==> config.mk <==
export PLATFORM = sky130hd
export DESIGN_NAME = peripheral_mpi_bus_arbiter_flat
export DESIGN_NICKNAME = d
export VERILOG_FILES = /design/src/rtl/peripheral_mpi_bus_arbiter_if.sv /design/src/rtl/peripheral_mpi_bus_arbiter.sv /design/src/flat_wrapper.sv
export SDC_FILE = /design/constraint.sdc
export NUM_CORES = 1
export LEC_CHECK = 0
export ABC_CLOCK_PERIOD_IN_PS = 2970
export BUFFER_PORTS_ARGS = -buffer_cell sky130_fd_sc_hd__buf_2
export CORE_AREA = 10 10 126 128
export CTS_BUF_LIST = sky130_fd_sc_hd__clkbuf_8
export DETAILED_ROUTE_END_ITERATION = 8
export DIE_AREA = 0 0 136 138
export HOLD_SLACK_MARGIN = 0.03
export PLACE_DENSITY = 0.68
export SETUP_SLACK_MARGIN = 0.3
export SYNTH_ARGS = -nofsm -noshare
export SYNTH_HDL_FRONTEND = slang
export SYNTH_SLANG_ARGS = --single-unit
==> constraint.sdc <==
create_clock -name clk -period 2.97 [get_ports clk]
set_input_delay 0.891 -clock clk [delete_from_list [all_inputs] [get_ports clk]]
set_output_delay 0.891 -clock clk [all_outputs]
set_load 0.01 [all_outputs]
==> src/rtl/peripheral_mpi_bus_arbiter_if.sv <==
// rtl/peripheral_mpi_bus_arbiter_if.sv - requester and MPI buffer bus signals of the arbiter
interface peripheral_mpi_bus_arbiter_if #(
    parameter int M = 2
);
    logic [M*32-1:0] req_addr;
    logic [M-1:0]    req_we;
    logic [M-1:0]    req_en;
    logic [M*32-1:0] req_data_in;
    logic [31:0]     req_data_out;
    logic [M-1:0]    req_ack;
    logic [M-1:0]    req_err;
    logic [M-1:0]    grant;
    logic [31:0]     bus_addr;
    logic            bus_we;
    logic            bus_en;
    logic [31:0]     bus_data_in;
    logic [31:0]     bus_data_out;
    logic            bus_ack;
    logic            bus_err;

    // master: the arbiter itself, which owns the buffer bus
    modport master (
        input  req_addr, req_we, req_en, req_data_in, bus_data_out, bus_ack, bus_err,
        output req_data_out, req_ack, req_err, grant, bus_addr, bus_we, bus_en, bus_data_in
    );

    modport slave (
        output req_addr, req_we, req_en, req_data_in, bus_data_out, bus_ack, bus_err,
        input  req_data_out, req_ack, req_err, grant, bus_addr, bus_we, bus_en, bus_data_in
    );
endinterface

==> src/rtl/peripheral_mpi_bus_arbiter.sv <==
// rtl/peripheral_mpi_bus_arbiter.sv - round-robin share of one MPI buffer bus port with timeout watchdog
module peripheral_mpi_bus_arbiter #(
    parameter int M       = 2,
    parameter int TIMEOUT = 255
) (
    input  logic                          clk,
    input  logic                          rst,
    peripheral_mpi_bus_arbiter_if.master  io
);
    localparam int             PW       = (M > 1) ? $clog2(M) : 1;
    localparam int             CW       = $clog2(TIMEOUT + 2);
    localparam bit             WD_EN    = (TIMEOUT != 0);
    localparam logic [CW-1:0]  CNT_LAST = CW'((TIMEOUT > 0) ? TIMEOUT - 1 : 0);
    localparam logic [PW-1:0]  LAST_REQ = PW'(M - 1);

    typedef enum logic [1:0] {IDLE, BUSY, DONE} state_t;

    state_t          state;
    logic [PW-1:0]   ptr;
    logic [PW-1:0]   owner;
    logic [CW-1:0]   cnt;

    logic [31:0]     req_data_out;
    logic [M-1:0]    req_ack;
    logic [M-1:0]    req_err;
    logic [M-1:0]    grant;
    logic [31:0]     bus_addr;
    logic            bus_we;
    logic            bus_en;
    logic [31:0]     bus_data_in;

    logic            pick_found;
    logic [PW-1:0]   pick_idx;
    logic [PW-1:0]   cand;

    // Scan from the farthest offset down so the requester closest to ptr wins.
    always_comb begin
        pick_found = 1'b0;
        pick_idx   = '0;
        cand       = '0;
        for (int off = M - 1; off >= 0; off--) begin
            cand = PW'((int'(ptr) + off) % M);
            if (io.req_en[cand]) begin
                pick_found = 1'b1;
                pick_idx   = cand;
            end
        end
    end

    always_ff @(posedge clk or negedge rst) begin
        if (!rst) begin
            state        <= IDLE;
            ptr          <= '0;
            owner        <= '0;
            cnt          <= '0;
            req_data_out <= '0;
            req_ack      <= '0;
            req_err      <= '0;
            grant        <= '0;
            bus_addr     <= '0;
            bus_we       <= 1'b0;
            bus_en       <= 1'b0;
            bus_data_in  <= '0;
        end else begin
            case (state)
                IDLE: begin
                    if (pick_found) begin
                        owner       <= pick_idx;
                        grant       <= M'(1) << pick_idx;
                        bus_addr    <= io.req_addr[int'(pick_idx)*32 +: 32];
                        bus_data_in <= io.req_data_in[int'(pick_idx)*32 +: 32];
                        bus_we      <= io.req_we[pick_idx];
                        bus_en      <= 1'b1;
                        cnt         <= '0;
                        state       <= BUSY;
                    end
                end
                BUSY: begin
                    cnt <= cnt + 1'b1;
                    // An error wins over a simultaneous ack; a write returns no data.
                    if (io.bus_err) begin
                        req_err      <= grant;
                        req_data_out <= '0;
                        bus_en       <= 1'b0;
                        state        <= DONE;
                    end else if (io.bus_ack) begin
                        req_ack      <= grant;
                        req_data_out <= bus_we ? 32'h0 : io.bus_data_out;
                        bus_en       <= 1'b0;
                        state        <= DONE;
                    end else if (WD_EN && cnt == CNT_LAST) begin
                        req_err      <= grant;
                        req_data_out <= '0;
                        bus_en       <= 1'b0;
                        state        <= DONE;
                    end
                end
                DONE: begin
                    req_ack      <= '0;
                    req_err      <= '0;
                    req_data_out <= '0;
                    grant        <= '0;
                    ptr          <= (owner == LAST_REQ) ? '0 : owner + 1'b1;
                    cnt          <= '0;
                    state        <= IDLE;
                end
                default: state <= IDLE;
            endcase
        end
    end

    assign io.req_data_out = req_data_out;
    assign io.req_ack      = req_ack;
    assign io.req_err      = req_err;
    assign io.grant        = grant;
    assign io.bus_addr     = bus_addr;
    assign io.bus_we       = bus_we;
    assign io.bus_en       = bus_en;
    assign io.bus_data_in  = bus_data_in;
endmodule
==> src/flat_wrapper.sv <==
// flat-port wrapper written by rule: the top's interface ports become plain ports
module peripheral_mpi_bus_arbiter_flat 
#(
    parameter int M       = 2,
    parameter int TIMEOUT = 255
)
  (clk, rst, io_req_addr, io_req_we, io_req_en, io_req_data_in, io_bus_data_out, io_bus_ack, io_bus_err, io_req_data_out, io_req_ack, io_req_err, io_grant, io_bus_addr, io_bus_we, io_bus_en, io_bus_data_in);
  peripheral_mpi_bus_arbiter_if #(.M(M)) io_i ();
  input  logic clk;
  input  logic rst;
  input wire logic [$bits(io_i.req_addr)-1:0] io_req_addr;
  input wire logic [$bits(io_i.req_we)-1:0] io_req_we;
  input wire logic [$bits(io_i.req_en)-1:0] io_req_en;
  input wire logic [$bits(io_i.req_data_in)-1:0] io_req_data_in;
  input wire logic [$bits(io_i.bus_data_out)-1:0] io_bus_data_out;
  input wire logic [$bits(io_i.bus_ack)-1:0] io_bus_ack;
  input wire logic [$bits(io_i.bus_err)-1:0] io_bus_err;
  output wire logic [$bits(io_i.req_data_out)-1:0] io_req_data_out;
  output wire logic [$bits(io_i.req_ack)-1:0] io_req_ack;
  output wire logic [$bits(io_i.req_err)-1:0] io_req_err;
  output wire logic [$bits(io_i.grant)-1:0] io_grant;
  output wire logic [$bits(io_i.bus_addr)-1:0] io_bus_addr;
  output wire logic [$bits(io_i.bus_we)-1:0] io_bus_we;
  output wire logic [$bits(io_i.bus_en)-1:0] io_bus_en;
  output wire logic [$bits(io_i.bus_data_in)-1:0] io_bus_data_in;
  assign io_i.req_addr = io_req_addr;
  assign io_i.req_we = io_req_we;
  assign io_i.req_en = io_req_en;
  assign io_i.req_data_in = io_req_data_in;
  assign io_i.bus_data_out = io_bus_data_out;
  assign io_i.bus_ack = io_bus_ack;
  assign io_i.bus_err = io_bus_err;
  assign io_req_data_out = io_i.req_data_out;
  assign io_req_ack = io_i.req_ack;
  assign io_req_err = io_i.req_err;
  assign io_grant = io_i.grant;
  assign io_bus_addr = io_i.bus_addr;
  assign io_bus_we = io_i.bus_we;
  assign io_bus_en = io_i.bus_en;
  assign io_bus_data_in = io_i.bus_data_in;
  peripheral_mpi_bus_arbiter #(.M(M), .TIMEOUT(TIMEOUT)) u_core (.clk(clk), .rst(rst), .io(io_i));
endmodule
# Word-level counts from Yosys, hierarchy flattened
# Index checks and enable logic that the tools add are counted.
word_totals:
  reg_bits: 117
  output_inout_bits: 104
  elab_cells: 80
  input_bits: 168
classes:
  eq_ne: 9
  n_reduce_logical: 13
  magnitude_cmp: 3
  n_shift: 3
  n_mux: 37
  addsub: 3
op_table:
  columns: ["operator", "count"]
  rows:
  - ["32-bit 2-to-1 mux", 4]
  - ["64-bit by 7-bit variable part select with 32-bit output", 2]
  - ["32-bit one-hot mux with 2 select lines", 1]
  - ["9-bit one-hot mux with 3 select lines", 1]
  - ["2-bit 2-to-1 mux", 10]
  - ["2-bit one-hot mux with 2 select lines", 4]
  - ["1-bit 2-to-1 mux", 15]
  - ["2-bit AND reduction", 5]
  - ["9-bit by 1-bit adder with 9-bit output (second input constant)", 1]
  - ["9-bit by 8-bit equality test with 1-bit output (second input constant)", 1]
  - ["9-bit 2-to-1 mux", 1]
  - ["3-bit AND reduction", 3]
  - ["1-bit by 2-bit less-than comparator with 1-bit output (second input constant)", 3]
  - ["2-bit nonzero test", 3]
  - ["2-bit inequality test (second input constant)", 2]
  - ["4-bit by 3-bit inequality test with 1-bit output (second input constant)", 1]
  - ["3-bit by 2-bit inequality test with 1-bit output (second input constant)", 1]
  - ["3-bit inequality test (second input constant)", 1]
  - ["3-bit nonzero test", 1]
  - ["1-bit adder (second input constant)", 2]
  - ["2-bit by 1-bit equality test with 1-bit output (second input constant)", 1]
  - ["2-bit equality test (second input constant)", 1]
  - ["2-bit zero test", 1]
  - ["2-bit by 1-bit inequality test with 1-bit output (second input constant)", 1]
  - ["2 further kinds", 2]

# Depth between registers and ports, before layout
logic_depth:
  ltp_word: 8
  mapped_depth: 7
  mapped_depth_nobuf: 6

# Worst setup path after synthesis
# Ideal clock, no wire load.
synth_path:
  path_kind: "input port to flip-flop"
  from: "input port io_bus_err"
  to: "register u_core.req_data_out[0], in the netlist u_core.io.req_data_out[0]"
  path_stages: 5
  path_buffers: 1
  t_arrival_ns: 1.735
  path_slack_ns: 1.169
  path_cell_list: "clkinv_1 -> nand2_1 -> nor4b_2 -> buf_2 -> a22o_1"
synth_via:
  elab_chain_cells: 2
  word_cells_on_any_way: 4
  cone_classes: "eq/ne: 1; mux: 2; reduce/logical: 1"
synth_lines:
  columns: ["element", "line_no", "rtl"]
  rows:
  - ["start, declared", "flat_wrapper.sv:17", "input wire logic [$bits(io_i.bus_err)-1:0] io_bus_err;"]
  - ["4-bit by 3-bit inequality test with 1-bit output (no line) or 32-bit 2-to-1 mux (tied branches)", null, null]
  - ["2-bit AND reduction (no line) or 32-bit one-hot mux with 2 select lines (tied branches)", null, null]
  - ["end signal, assigned", "peripheral_mpi_bus_arbiter.sv:88", "req_data_out <= bus_we ? 32'h0 : io.bus_data_out;"]
  - ["end, declared", "peripheral_mpi_bus_arbiter.sv:23", "logic [31:0] req_data_out;"]
# Several ways; a longest one is shown, not always the timed one.
# A chain may end at the register's enable or synchronous reset.

# Worst setup path after layout
layout_path:
  from: "register u_core.state[1]"
  to: "register u_core.cnt[3]"
layout_via:
  elab_chain_cells: 3
  word_cells_on_any_way: 7
  cone_classes: "eq/ne: 3; mux: 1; reduce/logical: 3"
layout_lines:
  columns: ["element", "line_no", "rtl"]
  rows:
  - ["start, declared", "peripheral_mpi_bus_arbiter.sv:18", "state_t state;"]
  - ["start signal, assigned", "peripheral_mpi_bus_arbiter.sv:52", "state <= IDLE;"]
  - ["start signal, assigned", "peripheral_mpi_bus_arbiter.sv:75", "state <= BUSY;"]
  - ["start signal, assigned", "peripheral_mpi_bus_arbiter.sv:85", "state <= DONE;"]
  - ["2-bit equality test (tied with other cells)", "peripheral_mpi_bus_arbiter.sv:65", "case (state)"]
  - ["3-bit nonzero test (no line) or 2-bit by 1-bit inequality test with 1-bit output (tied branches)", null, null]
  - ["2-bit AND reduction (no line)", null, null]
  - ["end signal, assigned", "peripheral_mpi_bus_arbiter.sv:79", "cnt <= cnt + 1'b1;"]
  - ["end, declared", "peripheral_mpi_bus_arbiter.sv:21", "logic [CW-1:0] cnt;"]
# Several ways; a longest one is shown, not always the timed one.

==> results.py <==
metrics = {
    "route": {
        "drtIter0Drc": 220,
        "postRouteWirelength_microns": 16200,
        "num_vias": 4576,
        "post_drt_wl_per_cell_microns": 17.4,
        "dr.pass1.iters": 4,
        "antenna_left": 0,
        "drcViolationCount": 0,
        "avgViaCountPerCell": 4.91,
    },
    "grt": {
        "grt.busiest_layer": "met2",
        "grtUsageTotal": 0.172,
        "met2_usage": 0.281,
        "use_met1": 0.188,
        "grt-ovfl-total": 0,
        "use_met3": 0.0880,
        "grt_start_max_net_pins": 123,
        "first_global_vias": 5004,
        "grt_antenna_before_repair": 0,
        "grt_pass1_wl_microns": 26000,
    },
    "timing": {
        "finalSetupViolations": 0,
        "period_share": 0.692,
        "finalWorstSetupSlack_ps": 915,
        "finalSetupTns_ps": 0,
        "fmax_mhz": 487,
        "rsz0062_at_grt": "false",
        "worst_pin_slew_ps": 673,
        "relSlewSlack": 0.551,
        "hold_slack_ps": 452,
        "min_period_ps": 2050,
        "slew_violations": 0,
        "hold_viol": 0,
        "skew_ps": 11.9,
    },
    "layout": {
        "layout-drive-gt1-share": 0.427,
        "area_delta_synth_final_pct": 37.2,
        "antennaDiodeCount": 0,
        "finish.net_count": 915,
        "nFillCells": 1194,
    },
    "synth": {
        "yosysSeqAreaShare": 0.556,
        "synth_adder_area_share": 0.0166,
        "ys.flop_type": "dfrtp_1",
        "synthMuxAreaShare": 0.133,
        "post_synth_inst_count": 473,
        "synthArstFlopShare": 1.00,
        "synth_edf_count": 0,
        "syn_avg_cell_area_sq_um": 11.1,
        "syn_nets": 648,
        "synth_top_family_by_area": "compound AO/OA/AOI/OAI gates",
        "ys_ff_latch": 117,
        "synth_xor_area_frac": 0,
        "yosys.area_share.simple": 0.106,
        "ys_warn_count": 0,
        "synth-compound-area-share": 0.147,
        "ys_types": 40,
        "syn-cell-area_sq_um": 5260,
    },
    "clocking": {
        "cts_setup_buffers": 0,
        "clk_pin_slew_ps": 70,
        "cts_tree": "built",
        "root_buffer": "clkbuf_8",
        "cts_buffers": 17,
        "cts_sinks": 117,
        "cts_hold_buffers": 0,
        "clk_latency_ps": 420,
        "htreeDepth": 4,
        "cts.path.max_buffers": 2,
        "post_cts_resized": 0,
    },
    "die": {
        "rows": 43,
        "core-area_sq_um": 13500,
        "start_util": 0.390,
        "die_w_microns": 136,
        "io_pins": 272,
        "die_h_microns": 138,
        "fp.dieArea_sq_um": 18800,
    },
    "setup_path": {
        "critPathRequiredTime_ps": 3260,
        "cp.arrival_ps": 2340,
        "cp_max_fo": 9,
        "critPathKind": "reg -> reg",
        "start_kind": "register",
        "endpoint_kind": "register",
    },
    "placement": {
        "gp_congestion": 0.841,
        "port-buffer-count": 271,
        "pre_cts_slack_ps": 638,
        "dp_hpwl_microns": 12700,
    },
    "hold_path": {
        "hp-class": "reg -> reg",
    },
    "pwr": {
        "power.density_nw_per_um2": 981,
        "ir_drop_v": 0.000405,
        "power_uw": 7080,
        "power.leakage_uw": 0.00395,
    },
    "run": {
        "drv_cap": 0,
    },
    "run_status": {
        "status": "finished, final reports clean",
    },
}
[cells in the final DEF (no fill, tap or decap), types with 5 or more instances in the layout]
cell / count
o21ai_1: 17
mux2i_1: 63
dfrtp_1: 117
a22o_1: 32
clkbuf_8: 23
ha_1: 7
inv_1: 7
nor2_1: 12
o21ai_0: 49
buf_2: 270
nand2_1: 87
nand4b_1: 5
mux2_2: 6
[synth_stat cells, types with 3 or more instances]
library cell	count	share of area
o21ai_0	49	0.047
nand3_1	4	0.0038
buf_6	8	0.017
mux2i_1	63	0.12
o211ai_1	4	0.0057
a21oi_1	3	0.0029
ha_1	7	0.017
nand2_1	88	0.063
dfrtp_1	117	0.56
mux2_2	6	0.013
nand4b_1	5	0.0083
o21ai_1	17	0.016
inv_1	7	0.0050
a32oi_1	4	0.0067
nor2_1	12	0.0086
buf_2	8	0.0076
a22o_1	32	0.053
clkbuf_1	11	0.0078
[cells by family (layout without fill, tap and decap cells)]
family                     after synthesis  count (layout)
AOI/OAI and AO/OA                      119             119
adders and majority gates                7               7
buffers and inverters                   38             317
DFF                                    117             117
muxes                                   69              69
and+or+nand+nor                        123             123
[flip-flops by register name, summed over array words and instances, names as in the netlist, 2 cells and up]
register and count:
u_core.cnt 9, u_core.io.req_err 2, u_core.io.bus_addr 32, u_core.io.grant 2, u_core.state 2, u_core.io.req_data_out 32
u_core.io.bus_data_in 32, u_core.io.req_ack 2
[metrics by stage]
stage / instances / cell area (sq um) / util
floorplan: 473 / 5260 / -
global placement: 901 / 6780 / 0.502
detailed placement: 901 / 6780 / 0.502
CTS: 932 / 7220 / 0.535
global route: 932 / 7220 / 0.535
finish: 932 / 7220 / 0.535
[report_power, final]
part	internal, uW	leakage [uW]	total [uW]	switching [uW]
clock network	956	0.000220	1580	620
logic	1160	0.00223	2850	1680
registers	2270	0.00150	2660	385
[worst max-delay path, cell delays in order (launching register included)]
cell,delay (ps)
dfrtp_1,410
inv_1,150
ha_1,310
nor3b_2,530
or2_1,370
o311ai_1,150
[metal layers]
layer / vias to the layer above / share of wire
li1: 2209 / -
met1: 2137 / 0.39
met2: 210 / 0.49
met3: 20 / 0.11
met4: 0 / 0.015
met5: - / 0
[path summary, 6_finish.rpt]
check                      depth (start not counted)                          to  slack (ps)       startpoint
min in group asynchronous                          1   u_core.io.bus_data_in[28]         500              rst
setup / recovery                                   5               u_core.cnt[3]         920  u_core.state[1]
setup reg to reg                                   5               u_core.cnt[3]         920  u_core.state[1]
hold / removal                                     1                  u_core.ptr         450     u_core.owner
max in group asynchronous                          2  u_core.io.req_data_out[27]        1800              rst
hold reg to reg                                    1                  u_core.ptr         450     u_core.owner
[cell type report]
class	count	area (sq um)	area share
clock buffers	23	317	0.0439
well taps	180	225	0.0312
multi-input cells	318	2140	0.296
repair buffers	278	1460	0.202
flip-flops and latches	117	2930	0.406
clock inverters	8	120	0.0166
inverters	8	30.0	0.00416
No activity file was read; power rests on OpenSTA's default activity.
